`config.mk`:
```
export PLATFORM = sky130hd
export DESIGN_NAME = conv_window_gen
export DESIGN_NICKNAME = d
export VERILOG_FILES = /design/src/rtl/conv_pkg.sv /design/src/rtl/line_buffer.sv /design/src/rtl/conv_window_gen.sv
export SDC_FILE = /design/constraint.sdc
export NUM_CORES = 1
export LEC_CHECK = 0
export BUFFER_PORTS_ARGS = -buffer_cell sky130_fd_sc_hd__buf_2
export CAP_MARGIN = 5
export CORE_ASPECT_RATIO = 1.4
export CORE_MARGIN = 10
export CORE_UTILIZATION = 55
export CTS_CLUSTER_SIZE = 12
export DETAILED_ROUTE_END_ITERATION = 6
export HOLD_SLACK_MARGIN = 0.05
export PLACE_DENSITY = 0.86
export SYNTH_ARGS = -nofsm -noshare
export SYNTH_HDL_FRONTEND = slang
export SYNTH_SLANG_ARGS = --single-unit
```
`constraint.sdc`:
```
create_clock -name clk -period 24.4 [get_ports clk]
set_input_delay 2.44 -clock clk [delete_from_list [all_inputs] [get_ports clk]]
set_output_delay 2.44 -clock clk [all_outputs]
set_load 0.01 [all_outputs]
```
`src/rtl/conv_pkg.sv`:
```
// Shared constants for the 5x5 convolution datapath: kernel size, default pixel width
// and the window element ordering that the multiplier-adder array also relies on.
package conv_pkg;

  localparam int CONV_DATA_W = 9;
  localparam int K           = 5;
  localparam int WIN_SIZE    = K * K;

  // Element index of window row r (0 = oldest) and column c (0 = leftmost/oldest).
  function automatic int win_idx(input int r, input int c);
    return r * K + c;
  endfunction

endpackage

```
`src/rtl/line_buffer.sv`:
```
// One image-row delay line: dout is the pixel that entered DEPTH enabled cycles ago.
module line_buffer #(
  parameter int DEPTH  = 28,
  parameter int DATA_W = 9
) (
  input  logic              clk,
  input  logic              rst_n,
  input  logic              en,
  input  logic [DATA_W-1:0] din,
  output logic [DATA_W-1:0] dout
);

  logic [DATA_W-1:0] mem [DEPTH];

  always_ff @(posedge clk) begin
    if (rst_n) begin
      for (int i = 0; i < DEPTH; i++) mem[i] <= '0;
    end else if (en) begin
      mem[0] <= din;
      for (int i = 1; i < DEPTH; i++) mem[i] <= mem[i-1];
    end
  end

  assign dout = mem[DEPTH-1];

endmodule

```
`src/rtl/conv_window_gen.sv`:
```
// Streams raster pixels through four row delays and a 5x5 register window, flagging
// each window that lies entirely inside the current frame.
module conv_window_gen
  import conv_pkg::*;
#(
  parameter int IMG_W  = 28,
  parameter int IMG_H  = 28,
  parameter int DATA_W = CONV_DATA_W
) (
  input  logic                       clk,
  input  logic                       rst_n,
  input  logic [DATA_W-1:0]          pix_in,
  input  logic                       pix_valid,
  input  logic                       sof,
  output logic [WIN_SIZE*DATA_W-1:0] feature_out,
  output logic                       window_valid,
  output logic                       frame_done
);

  localparam int CW = $clog2(IMG_W);
  localparam int RW = $clog2(IMG_H);

  logic [CW-1:0]     col, cur_col, next_col;
  logic [RW-1:0]     row, cur_row, next_row;
  logic              at_window, at_last;
  logic [DATA_W-1:0] chain [K];
  logic [DATA_W-1:0] win [K][K];

  // chain[j] is the pixel from j rows above the current one, at the current column.
  assign chain[0] = pix_in;

  for (genvar j = 0; j < K - 1; j++) begin : g_lb
    line_buffer #(
      .DEPTH (IMG_W),
      .DATA_W(DATA_W)
    ) u_lb (
      .clk  (clk),
      .rst_n(rst_n),
      .en   (pix_valid),
      .din  (chain[j]),
      .dout (chain[j+1])
    );
  end

  // sof forces the incoming pixel to (0,0) whatever the counters currently say.
  always_comb begin
    cur_col  = sof ? '0 : col;
    cur_row  = sof ? '0 : row;
    next_col = cur_col + CW'(1);
    next_row = cur_row;
    if (cur_col == CW'(IMG_W - 1)) begin
      next_col = '0;
      next_row = (cur_row == RW'(IMG_H - 1)) ? '0 : cur_row + RW'(1);
    end
    at_window = (cur_row >= RW'(K - 1)) && (cur_col >= CW'(K - 1));
    at_last   = (cur_row == RW'(IMG_H - 1)) && (cur_col == CW'(IMG_W - 1));
  end

  always_ff @(posedge clk) begin
    if (rst_n) begin
      col          <= '0;
      row          <= '0;
      window_valid <= 1'b0;
      frame_done   <= 1'b0;
      for (int r = 0; r < K; r++)
        for (int c = 0; c < K; c++) win[r][c] <= '0;
    end else begin
      window_valid <= pix_valid && at_window;
      frame_done   <= pix_valid && at_last;
      if (pix_valid) begin
        col <= next_col;
        row <= next_row;
        // Window row 0 is the oldest image row, so it takes the deepest tap.
        for (int r = 0; r < K; r++) begin
          for (int c = 0; c < K - 1; c++) win[r][c] <= win[r][c+1];
          win[r][K-1] <= chain[K-1-r];
        end
      end
    end
  end

  for (genvar r = 0; r < K; r++) begin : g_pack_r
    for (genvar c = 0; c < K; c++) begin : g_pack_c
      assign feature_out[win_idx(r, c)*DATA_W +: DATA_W] = win[r][c];
    end
  end

endmodule

```
Yosys cells after proc, flatten, opt, wreduce, memory -nomap -nowiden --
Memory sizes are Yosys's and may differ from the RTL's. Cells that the tools add are included.
Storage, ports and cells: word-level logic and storage cells 303, memory bits (read-only) 0, memories kept 5, memory bits (writable) 1233, latch bits 0, output and inout bits 227, bits in registers 12
Cells by class: reductions and logical operators 4, shifts and indexed selects 0, multipliers 0, div/mod/pow operators 0, order comparisons 2, bitwise gates (word level) 137, muxes and demuxes 147, add/subtract/negate cells 2, equal/unequal tests 2
Memories:
- g_lb[0].u_lb.mem | depth 28, bits a word 9, rd ports 28, clocked after Yosys merged registers in 0, wr ports 28, line line_buffer.sv:13 | logic [DATA_W-1:0] mem [DEPTH];
- g_lb[1].u_lb.mem | depth 28, bits a word 9, rd ports 28, clocked after Yosys merged registers in 0, wr ports 28, line line_buffer.sv:13
- g_lb[2].u_lb.mem | depth 28, bits a word 9, rd ports 28, clocked after Yosys merged registers in 0, wr ports 28, line line_buffer.sv:13
- g_lb[3].u_lb.mem | depth 28, bits a word 9, rd ports 28, clocked after Yosys merged registers in 0, wr ports 28, line line_buffer.sv:13
- win | depth 5, bits a word 45, rd ports 5, clocked after Yosys merged registers in 0, wr ports 5, line conv_window_gen.sv:27 | logic [DATA_W-1:0] win [K][K];
Operators by type and width (count):
- two-way mux 9 bit | 137
- bitwise OR 1 bit | 137
- two-way mux 5 bit | 5
- adder 5 x 1 -> 5 bit, second input constant | 2
- == test 5 bit, second input constant | 2
- >= comparator 5 x 3 -> 1 bit, second input constant | 2
- two-way mux 1 bit | 5
- logical AND 1 bit | 4

Logic depth before layout (Yosys ltp) --
Gate-level depths: netlist of run 1.
depth in word-level cells 4, mapped depth 7, mapped depth without buffers 6

Cells and area by module --
A second synthesis of run 1 with hierarchy kept.
Second synthesis, totals: cell total of the unflattened synthesis 2795, area, all modules 48831.8 µm²
Modules (own cells, without submodules):
- line_buffer | instances 4, cells an instance 560, area an instance 9975.8 µm², sequential area each 7567.3 µm²
- conv_window_gen | instances 1, cells an instance 555, area an instance 8928.6 µm², sequential area each 6996.7 µm²

Worst setup path before layout of run 1 --
Ideal clock, no wire load.
path kind input-to-reg, start in rst_n, end mem g_lb[0].u_lb.mem[11][1], in the netlist g_lb[0].u_lb.mem[0][100] (enable), setup slack -0.048 ns, data arrival time 23.059 ns, stages 3, data required time 23.012 ns, setup time 1.388 ns, path through clkbuf_1 -> nor2_1 -> inv_1
RTL lines:
- start, declared | line conv_window_gen.sv:11 | input logic rst_n,
- end, declared | line line_buffer.sv:13

==> results.cfg, run 1 <==
[floorplanning]
ios = 240
die_w_microns = 250
die_area_sq_mm = 0.0855
core_sq_mm = 0.0737
start_util = 0.553
rows = 118
die_h_microns = 342

[clock_tree]
cts_root_buf = clkbuf_16
cts_buffers = 101
postCtsSetupRepairBufs = 0
clkLatencyLatePin_ns = 0.67
cts.path.max_buffers = 3
path_clk_slew_ns = 0.06
cts_tree = yes
cts_max_level = 3
post_cts_resized = 0
hold_buffers = 0
clkSinkCount = 1065

[logic_synthesis]
muxShareOfSynthArea = 0.000246
synth.ff_latch_count = 1065
synthCells = 2483
mappedNetlistArea_sq_mm = 0.0408
synth-xor-area-share = 0
synth_top_family_by_area = simple AND/OR/NAND/NOR gates
synth-compound-area-share = 0.00356
syn_nets = 2498
synthAdderAreaFrac = 0.000614
synthSimpleGateAreaFrac = 0.167
avgSynthCellArea_sq_um = 16.4
yosysWarningCount = 0
synthDistinctLibCells = 36
ys_seq_area_frac = 0.782

[finish]
diodes = 0
layout.nets = 2555
area_delta_synth_final_pct = 8.52
final_cells = 3527
layout-drive-gt1-share = 0.144

[place]
port_buffers = 239
place_inst = 3397
place.gp.congestion = 0.793
hpwl_mm = 39.2

[sta]
rsz0062_at_grt = false
tightestPinTransition_ns = 1.19
skew_ns = 0.0651
hold_violations = 0
fmax_ghz = 0.129
relSlewSlack = 0.204
tns_ns = 0
setup_viol = 0
period_needed_ns = 7.73
final_max_slew_viol_count = 0
period_share = 0.317

[routing]
drcViolationCount = 0
viasPerCell = 5.21
initialDrtViolationCount = 1785
drtAntennaViolNets = 0
wire_per_inst_microns = 19.4
vias = 18384
drt_first_pass_iters = 5
routed_wl_mm = 68.3

[grt]
grt_overflow = 0
grt_max_degree = 371
first_global_vias = 18501
grt_use_total = 0.156
antenna_found_initial = 7
grt_pass1_wl_mm = 106

[setup_path]
critPathArrivalTime_ns = 7.97
crit_required_ns = 24.64
start_kind = primary input
endpoint_kind = flip-flop
cp-startpoint = rst_n
r2r_start = col[0]
path_max_fanout = 201
crit_type = primary input to flip-flop

[worst_hold_path]
hp-class = flip-flop to flip-flop
min-delay-start = g_lb[2].u_lb.mem[3][27]

[power]
pwr_density_cell_mw_per_mm2 = 84.1
ir_drop_mv = 0.0777
p_leak_uw = 0.0173

[flow_run]
max_cap_violations = 0

[run_status]
outcome = finished, final reports clean
-- state kept, by name (all words and copies together), names as in the netlist --
signal,count
col,5
frame_done,1
g_lb.u_lb.mem,830
row,5
win,223
window_valid,1
-- critical path, cell delays in order --
cell and delay [ns]:
buf_8 0.59, nor2_1 0.28, clkinvlp_4 0.14, buf_4 0.61
buf_12 0.73, buf_4 0.92, buf_4 0.90, buf_4 0.98
-- cells in the mapped netlist --
cell type | count | share of area
nand3_1 | 4 | 0.00049
nor2_1 | 5 | 0.00046
nand4_1 | 1 | 0.00015
a32o_1 | 1 | 0.00025
o21ai_0 | 3 | 0.00037
ha_1 | 2 | 0.00061
nor3b_2 | 1 | 0.00031
and4b_1 | 1 | 0.00025
o311ai_1 | 2 | 0.00043
mux2i_1 | 1 | 0.00025
or3b_1 | 1 | 0.00021
a31oi_1 | 1 | 0.00015
o31ai_1 | 1 | 0.00018
buf_2 | 12 | 0.0015
a21oi_1 | 6 | 0.00074
nor2b_1 | 365 | 0.056
o211ai_1 | 2 | 0.00037
nand3b_1 | 2 | 0.00037
or3_1 | 1 | 0.00015
o311ai_0 | 2 | 0.00043
nand2b_1 | 3 | 0.00046
a2bb2oi_1 | 1 | 0.00021
a211oi_1 | 1 | 0.00018
and2_1 | 693 | 0.11
buf_4 | 181 | 0.033
a311o_1 | 1 | 0.00025
inv_1 | 5 | 0.00046
clkbuf_2 | 51 | 0.0063
nor4_1 | 1 | 0.00015
and2b_1 | 1 | 0.00018
dfxtp_1 | 12 | 0.0059
nand4b_4 | 1 | 0.00058
edfxtp_1 | 1053 | 0.78
nand4b_1 | 1 | 0.00021
clkbuf_1 | 57 | 0.0052
nand2_1 | 7 | 0.00064
-- metrics by stage --
stage	utilization	hold WS [ns]	area [sq um]	power (uW)	worst slack (ns)
final	0.600	0.464	44200	3720	16.67
after global placement	0.563	0.478	41400	2360	16.22
after global routing	0.600	0.499	44200	3840	16.19
after CTS	0.600	0.468	44200	3750	16.73
after floorplan	-	0.462	40800	2370	5.14
after detailed placement	0.563	0.503	41400	2370	16.04
-- placed cells by master (no fill, tap or decap), types with 7 or more instances in the layout --
| cell | Yosys | layout |
|---|---|---|
| edfxtp_1 | 1053 | 1053 |
| buf_2 | 12 | 238 |
| buf_4 | 181 | 13 |
| and2_1 | 693 | 693 |
| clkbuf_1 | 57 | 11 |
| nor2b_1 | 365 | 364 |
| clkbuf_16 | 0 | 101 |
| nand2_1 | 7 | 7 |
| clkinv_1 | 0 | 9 |
| dfxtp_1 | 12 | 12 |
-- logic make-up after synthesis --
| family | count (synthesis) |
|---|---|
| buffers and inverters | 306 |
| AND/OR/NAND/NOR | 1088 |
| flip-flops | 1065 |
| adder cells (fa/ha/maj) | 2 |
| AO/OA/AOI/OAI | 21 |
| multiplexers | 1 |
-- path summary, 6_finish.rpt --
check / cells past startpoint / end / slack [ns]
max: 8 / g_lb[2].u_lb.mem[0][47] / 16.67
min: 1 / win[0][45] / 0.46
max reg2reg: 5 / row[3] / 22.49
min reg2reg: 1 / win[0][45] / 0.46
-- cell type report --
cell class / instances / area [sq um]
timing repair buffer: 255 / 1360
sequential: 1065 / 31900
clock inverter: 18 / 214
inverter: 5 / 22.5
clock buffer: 112 / 2570
multi-input combinational: 1112 / 7000
fill: 4831 / 29400
tap: 960 / 1200
-- power by group --
group	switching [uW]	leakage, uW	total [uW]	internal [uW]
registers	43.0	0.0117	2190	2140
logic	97.5	0.00419	150	52.1
clock network	636	0.00135	1380	747
-- layer usage --
layer / routed length (microns) / global-route usage / part of all wire / vias to the layer above
met5: 13 / 0 / 0.00019 / -
met4: 1670 / 0.0500 / 0.024 / 2
met3: 5260 / 0.0396 / 0.077 / 115
met2: 33100 / 0.247 / 0.48 / 661
met1: 28300 / 0.211 / 0.41 / 9171
li1: - / - / - / 8435
Note: power is estimated with default switching activity, not from simulation.
==> run 2: changes to the inputs <==
==> constraint.sdc (replaced) <==
create_clock -name clk -period 7 [get_ports clk]
set_input_delay 0.7 -clock clk [delete_from_list [all_inputs] [get_ports clk]]
set_output_delay 0.7 -clock clk [all_outputs]
set_load 0.01 [all_outputs]
==> run 2 against run 1 <==
Net effect:
- hold slack lost 0.14 ns
- combinational power rose to 3.5 times the previous value
- clock power increased to 3.5 times the previous value
- critical path type unchanged
- final cell count up 0.17%
- power rose to 3.5 times the previous value
- critical path depth shrank 4
- register-to-register slack got worse by 17 ns
- core utilization grew 0.088 points
- die area did not move
==> results.cfg, run 2 (synthesis results as in run 1) <==
[worst_hold_path]
hp-class = primary input to flip-flop
min-delay-start = pix_in[5]
hold_path_depth = 2
min_to = win[0][185]

[clock_tree]
post_cts_resized = 0
cts_root_buf = clkbuf_16
cts_buffers = 101
clkLatencyLatePin_ns = 0.66
postCtsSetupRepairBufs = 0
cts_max_level = 3
cts.path.max_buffers = 3
cts_tree = yes
path_clk_slew_ns = 0.06
clkSinkCount = 1065
hold_buffers = 0

[setup_path]
endpoint_kind = flip-flop
r2r_end = row[3]
crit_required_ns = 7.34
critPathArrivalTime_ns = 3.54
path_max_fanout = 151
crit_chain = buf_8 > buf_4 > buf_4 > nor2b_1
crit_path_max_incr_delay_ns = 1.01
crit_path_frequent_cell = buf_4
r2r_start = col[0]
r2r_cells = 5
start_kind = primary input
r2r_slack_ns = 5.15
crit_type = primary input to flip-flop
critPathSlowestCell = buf_4

[sta]
period_share = 0.457
fin_ws_ns = 3.80
period_needed_ns = 3.20
tightestPinTransition_ns = 1.12
final_max_slew_viol_count = 0
relSlewSlack = 0.253
fmax_ghz = 0.312
rsz0062_at_grt = false
tns_ns = 0
setup_viol = 0
skew_ns = 0.0290
hold_violations = 0

[floorplanning]
die_h_microns = 342
core_sq_mm = 0.0737
start_util = 0.553
die_area_sq_mm = 0.0855
rows = 118
ios = 240
die_w_microns = 250

[routing]
wire_per_inst_microns = 19.0
drt_first_pass_iters = 5
drcViolationCount = 0
drtAntennaViolNets = 0
viasPerCell = 5.18
vias = 18316
routed_wl_mm = 67.1
initialDrtViolationCount = 1520

[finish]
largestRegisters = g_lb.u_lb.mem (830), win (223)
layout_common_cells = 1,053 x edfxtp_1, 693 x and2_1, 364 x nor2b_1
layout.nets = 2556
ff_latch_area_sq_mm = 0.0319
largest_register_ff_count = 830
layout-drive-gt1-share = 0.146
final_common_cell = edfxtp_1
area_delta_synth_final_pct = 8.68
top_register = g_lb.u_lb.mem
post-route-util = 0.601
fillers = 4841
multi_input_comb_area_sq_mm = 0.00700
finish.instance_area_sq_mm = 0.0443

[place]
dpl_cell_area_sq_mm = 0.0415
hpwl_mm = 38.2
port_buffers = 239
preCtsSetupSlack_ns = 3.18
place.gp.congestion = 0.789

[power]
total_power_uw = 13000
pwr_density_cell_mw_per_mm2 = 292
p_leak_uw = 0.0173
ir_drop_mv = 0.225

[flow_run]
max_cap_violations = 0

[grt]
grt_pass1_wl_mm = 105
grt_overflow = 0
first_global_vias = 18564
grt_use_total = 0.154
antenna_found_initial = 5
grt_max_degree = 303

[run_status]
outcome = finished, final reports clean
==> run 2: changes by cell type in the layout (fill, tap and decap cells not counted), sizes merged <==
cell	previous run	this run
clkbuf	112	115
diode	0	3
buf	255	256
clkinv	14	13
==> run 2: worst max path at each step <==
stage / start / to / slack, ns / cells after the start
3_5_place_dp: rst_n / g_lb[3].u_lb.mem[0][173] / 3.18 / 4
6_report: rst_n / g_lb[3].u_lb.mem[0][243] / 3.80 / 4
4_1_cts: rst_n / g_lb[3].u_lb.mem[0][243] / 3.88 / 4
5_1_grt: rst_n / g_lb[3].u_lb.mem[0][243] / 3.55 / 4
2_1_floorplan: rst_n / g_lb[0].u_lb.mem[0][100] / -10.21 / 3
3_3_place_gp: rst_n / g_lb[3].u_lb.mem[0][166] / 3.30 / 4
==> run 2: through the flow <==
stage | hold WS [ns] | std cells
after floorplan | 0.462 | 2483
after global placement | 0.477 | 3398
after detailed placement | 0.501 | 3398
after CTS | 0.268 | 3530
final | 0.322 | 3533
after global routing | 0.301 | 3530
==> run 2: where the power goes <==
| group | switching (uW) | internal [uW] | total (uW) |
|---|---|---|---|
| logic | 334 | 186 | 520 |
| clock network | 2190 | 2630 | 4810 |
| registers | 152 | 7470 | 7620 |
==> run 2: cell type report <==
type	count	area share
Tap cell	960	0.0271
Multi-Input combinational cell	1112	0.158
Sequential cell	1065	0.719
Timing Repair Buffer	256	0.0324
Antenna cell	3	0.000169
Inverter	5	0.000508
Clock inverter	17	0.00342
Clock buffer	115	0.0590
==> run 2: worst max-delay path, delay by kind of cell <==
family / cells / cell delay [ns]
buffers and inverters: 3 / 2.54
and+or+nand+nor: 1 / 0.14
==> run 2: routing by layer <==
metal,part of all wire,up-vias,track usage
met5,0,-,0
met1,0.42,9181,0.207
met2,0.49,578,0.248
met3,0.068,115,0.0336
li1,-,8442,-
met4,0.026,0,0.0512
